### src/rtl/uart_rx.sv
// rtl/uart_rx.sv - UART receiver: 2-FF sync, centre-sampled start/data/parity/stop FSM.
// Optional UART_RX_MAJORITY_EN: 2-of-3 majority vote around each bit centre.
module uart_rx #(
  parameter int    CLK_DIV = 434,
  parameter string PARITY  = "NONE"
) (
  input  logic       clk,
  input  logic       rstn,
  input  logic       i_uart_rx,
  output logic [7:0] rx_data,
  output logic       rx_en,
  output logic       rx_parity_err,
  output logic       rx_frame_err
);

  localparam logic [2:0] S_IDLE   = 3'd0;
  localparam logic [2:0] S_START  = 3'd1;
  localparam logic [2:0] S_DATA   = 3'd2;
  localparam logic [2:0] S_PARITY = 3'd3;
  localparam logic [2:0] S_STOP   = 3'd4;
  localparam logic [2:0] S_BREAK  = 3'd5;

  localparam bit PAR_EN  = (PARITY != "NONE");
  localparam bit PAR_ODD = (PARITY == "ODD");
  localparam logic [15:0] LAST_CNT = 16'(CLK_DIV - 1);

  logic       sync1;
  logic       rxs;
  logic       rxs_d;
  logic       bit_s;
  logic [2:0] state;
  logic [15:0] cnt;
  logic [3:0] bit_idx;
  logic [7:0] shift;
  logic       par_err;
  logic       sample_pt;

  always_ff @(posedge clk or negedge rstn) begin
    if (!rstn) begin
      sync1 <= 1'b1;
      rxs   <= 1'b1;
      rxs_d <= 1'b1;
    end else begin
      sync1 <= i_uart_rx;
      rxs   <= sync1;
      rxs_d <= rxs;
    end
  end

`ifdef UART_RX_MAJORITY_EN
  // Decision lands on centre+1, so the start point (and every later one) moves one cycle.
  localparam logic [15:0] START_CNT = 16'(CLK_DIV / 2);
  logic [1:0] hist;

  always_ff @(posedge clk or negedge rstn) begin
    if (!rstn) begin
      hist <= 2'b11;
    end else begin
      hist <= {hist[0], rxs};
    end
  end

  assign bit_s = (hist[1] & hist[0]) | (hist[1] & rxs) | (hist[0] & rxs);
`else
  localparam logic [15:0] START_CNT = 16'(CLK_DIV / 2 - 1);
  assign bit_s = rxs;
`endif

  assign sample_pt = (state == S_START) ? (cnt == START_CNT) : (cnt == LAST_CNT);

  always_ff @(posedge clk or negedge rstn) begin
    if (!rstn) begin
      state         <= S_IDLE;
      cnt           <= 16'd0;
      bit_idx       <= 4'd0;
      shift         <= 8'd0;
      par_err       <= 1'b0;
      rx_data       <= 8'd0;
      rx_en         <= 1'b0;
      rx_parity_err <= 1'b0;
      rx_frame_err  <= 1'b0;
    end else begin
      rx_en <= 1'b0;
      case (state)
        S_IDLE: begin
          cnt     <= 16'd0;
          bit_idx <= 4'd0;
          par_err <= 1'b0;
          if (!rxs && rxs_d) begin
            state <= S_START;
          end
        end
        S_START: begin
          if (sample_pt) begin
            cnt   <= 16'd0;
            state <= bit_s ? S_IDLE : S_DATA;
          end else begin
            cnt <= cnt + 16'd1;
          end
        end
        S_DATA: begin
          if (sample_pt) begin
            cnt   <= 16'd0;
            shift <= {bit_s, shift[7:1]};
            if (bit_idx == 4'd7) begin
              bit_idx <= 4'd0;
              state   <= PAR_EN ? S_PARITY : S_STOP;
            end else begin
              bit_idx <= bit_idx + 4'd1;
            end
          end else begin
            cnt <= cnt + 16'd1;
          end
        end
        S_PARITY: begin
          if (sample_pt) begin
            cnt     <= 16'd0;
            par_err <= (^shift) ^ bit_s ^ PAR_ODD;
            state   <= S_STOP;
          end else begin
            cnt <= cnt + 16'd1;
          end
        end
        S_STOP: begin
          if (sample_pt) begin
            cnt           <= 16'd0;
            rx_en         <= 1'b1;
            rx_data       <= shift;
            rx_parity_err <= par_err;
            rx_frame_err  <= ~bit_s;
            state         <= bit_s ? S_IDLE : S_BREAK;
          end else begin
            cnt <= cnt + 16'd1;
          end
        end
        S_BREAK: begin
          // A held-low line must go high before another start edge is accepted.
          cnt <= 16'd0;
          if (rxs) begin
            state <= S_IDLE;
          end
        end
        default: begin
          state <= S_IDLE;
        end
      endcase
    end
  end

endmodule

### config.mk
export PLATFORM = sky130hd
export DESIGN_NAME = uart_rx
export DESIGN_NICKNAME = d
export VERILOG_FILES = /design/src/rtl/uart_rx.sv
export SDC_FILE = /design/constraint.sdc
export NUM_CORES = 1
export LEC_CHECK = 0
export CORE_MARGIN = 2
export CORE_UTILIZATION = 48
export DETAILED_ROUTE_END_ITERATION = 10
export HOLD_SLACK_MARGIN = 0.1
export PLACE_DENSITY = 0.71
export SKIP_LAST_GASP = 1
export SYNTH_ARGS = -nofsm -noshare
export SYNTH_HDL_FRONTEND = slang
export SYNTH_SLANG_ARGS = --single-unit
### constraint.sdc
create_clock -name clk -period 3.31 [get_ports clk]
set_input_delay 0.331 -clock clk [delete_from_list [all_inputs] [get_ports clk]]
set_output_delay 0.331 -clock clk [all_outputs]
set_load 0.01 [all_outputs]
==> impl_metrics.csv <==
group,metric,value,unit
critical_path,end_kind,"flop",
detailed_routing,finalWirelength,4163,um
power_and_ir_drop,p_per_area,443.9,nW/um^2
sta,setup_viol,0,
synthesis,synth_cell_types,44,
critical_path,cpLargestDelayFamily,"compound AO/OA/AOI/OAI gates",
grt,grt_pass1_vias,1483,
grt,grt_pass1_wl,7141,um
sta,tns,0,ns
synthesis,synth_top_cell_by_area,"dfrtp_1",
synthesis,synth-xor-area-share,8.953,%
critical_path,critPathMaxFanout,13,
die,core,4692,um^2
critical_path,cp_slowest_cell,"a21oi_1",
finish,drive_gt1_share,14.98,%
synthesis,synthAdderAreaFrac,1.085,%
clocking,cts_resized,0,
clocking,postCtsSetupRepairBufs,0,
detailed_routing,vias,1636,
hold_path,hold_path.class,"primary input to async pin",
clocking,root_buffer,"clkbuf_8",
detailed_routing,ant_nets,0,
die,die-area,5374,um^2
finish,finalInstanceArea,2565,um^2
job,maxCapViolCount,0,
grt,grt_max_degree,47,
finish,regArea,1155,um^2
power_and_ir_drop,cellLeakagePower,1.072,nW
finish,area_delta_synth_final,11.23,%
sta,layout_min_cycle_time,2.799,ns
clocking,cts.path.max_buffers,2,
synthesis,ys_seq_area_share,50.08,%
finish,layout.nets,231,
die,rows,25,
clocking,cts_tree,"built",
detailed_routing,drc,0,
sta,rsz0062_at_grt,"no",
die,top_level_ports,14,
synthesis,synth_top_area_share,46.66,%
synthesis,yosysWarnings,0,
detailed_routing,wl_met3,198,um
synthesis,synth.avg_cell_area,10.88,um^2
sta,slew_headroom,29.99,%
detailed_routing,wl_met2,1924,um
critical_path,critical_path.startpoint_type,"flop",
synthesis,synthArstFlopShare,100.0,%
synthesis,synth_seq_cells,46,
synthesis,synthMuxAreaShare,10.09,%
finish,multi_input_area,1071,um^2
synthesis,dominantRegCellSynth,"dfrtp_1",
synthesis,synthSimpleGateAreaFrac,18.56,%
critical_path,crit_required,3.44,ns
critical_path,timing.rr.start,"state[0]",
grt,track_usage,17.41,%
synthesis,syn_nets,217,
die,fp.dieW,73.31,um
placed_design,dpl.hpwl,2845,um
synthesis,synth_compound_area_share,7.759,%
detailed_routing,firstDrtPassIters,4,
synthesis,syn-cell-area,2306,um^2
finish,final_common_cell,"dfrtp_1",
synthesis,synth_cells,212,
synthesis,synth-edff-count,0,
placed_design,place.port_buffers,13,
detailed_routing,wl_per_cell,14.81,um
critical_path,crit_buf_inv,0,
synthesis,synth_area_leaders,"dfrtp_1 (47%), mux2_2 (8.3%), xnor2_1 (6.1%)",
critical_path,worst_path_largest_cell_delay,0.85,ns
clocking,htreeDepth,2,
sta,post-route-period-util,84.55,%
sta,max_freq,357.3,MHz
detailed_routing,wl_met1,1987,um
detailed_routing,drt_iter0_markers,167,
finish,n_antenna_cell,0,
die,initial_utilization,49.15,%
critical_path,startpoint,"state[0]",
sta,final_hold_viol_count,0,
clocking,clkSinkCount,46,
sta,hold_ws,0.1878,ns
power_and_ir_drop,ir_drop,0.3098,mV
critical_path,crit_type,"flop to flop",
finish,utilization,54.67,%
clocking,path_clk_slew,0.09,ns
grt,grt_overflow,0,
placed_design,place.gp.congestion,0.8727,
status,status,"finished, final reports clean",
finish,n_fill_cell,398,
detailed_routing,maxUsedRoutingLayer,"met4",
sta,drv_slew,0,
clocking,cts_made_buffers,5,
clocking,cts_hold_buffers,0,
placed_design,placed_cell_area,2471,um^2
sta,clock_skew,0.008608,ns
synthesis,synth_top_family_by_area,"simple AND/OR/NAND/NOR gates",
detailed_routing,vias_per_cell,5.822,
critical_path,cp_cell_sequence,"or3b_1 > nor4_1 > o21ai_1 > a21oi_1 > nor3_1",
finish,final_cell_mix,"dfrtp_1 (43), nor3_1 (20), mux2_2 (17)",
sta,tightest_slew,1.050,ns
grt,grt_antenna_before_repair,0,
clocking,clkLatencyLatePin,0.30,ns
critical_path,arrival,2.93,ns
die,die_y,73.31,um
==> flip-flops by register name, indices dropped and copies added (netlist names) <==
register	count
rx_frame_err	1
shift	8
rxs_d	1
sync1	1
state	3
rx_parity_err	1
bit_s	1
rx_en	1
par_err	1
bit_idx	4
cnt	16
rx_data	8
==> kinds of logic (layout without fill, tap and decap cells) <==
kind of cell / Yosys count / after routing
xor+xnor: 22 / 22
compound gates: 24 / 24
buf+inv: 17 / 32
simple gates: 80 / 80
fa+ha+maj: 2 / 2
mux: 21 / 21
flops: 46 / 46
==> cells in the mapped netlist (2+ instances only) <==
master and n:
dfrtp_1 43, nor3_1 20, mux2_2 17, xnor2_1 16, nand2_1 13, nor2_1 11, nand3_1 9, inv_1 8
o21ai_0 7, clkbuf_1 5, nand4_1 5, xor2_1 5, a21oi_1 4, or3_1 4, dfstp_2 3, mux2i_1 3
a31oi_1 2, and3_1 2, and4_1 2, buf_4 2, ha_1 2, nand2b_1 2, nand3b_1 2, nor2b_1 2
nor4_1 2, o211ai_1 2, or4_1 2
==> through the flow <==
stage          power (mW)  setup WS, ns  instances
2_1_floorplan      0.7557        0.8520        212
3_3_place_gp       0.7936        0.6356        273
3_5_place_dp       0.7971        0.5180        273
4_1_cts             1.155        0.4973        281
5_1_grt             1.200        0.2260        281
6_report            1.139        0.5112        281
==> area by class of cell <==
cell class                      count  area share (%)
Timing Repair Buffer               16           5.756
Sequential cell                    46           45.02
Inverter                            8           1.171
Clock buffer                        5           2.683
Multi-Input combinational cell    149           41.76
Tap cell                           54           2.634
Clock inverter                      3          0.9756
==> path summary, 6_finish.rpt <==
kind | endpoint | slack (ns) | cells past startpoint
worst max-delay path | cnt[11] | 0.51 | 5
worst min register to register | bit_s | 0.36 | 0
min in group clk | bit_s | 0.36 | 0
worst max register to register | cnt[11] | 0.51 | 5
max in group asynchronous | cnt[13] | 2.51 | 1
worst min-delay path | cnt[4] | 0.19 | 1
==> routing by layer <==
metal  GRT usage (%)  vias up
met5               0        -
met4           4.848        0
met3           4.527        6
met2           26.03       36
met1           25.25      808
li1                -      786
==> report_power, final <==
group / switching [mW] / internal [mW] / leakage [nW]
sequential: 0.0554 / 0.595 / 0.622
clock: 0.200 / 0.153 / 0.0447
combinational: 0.0790 / 0.0565 / 0.405
No activity file was read; power rests on OpenSTA's default activity.
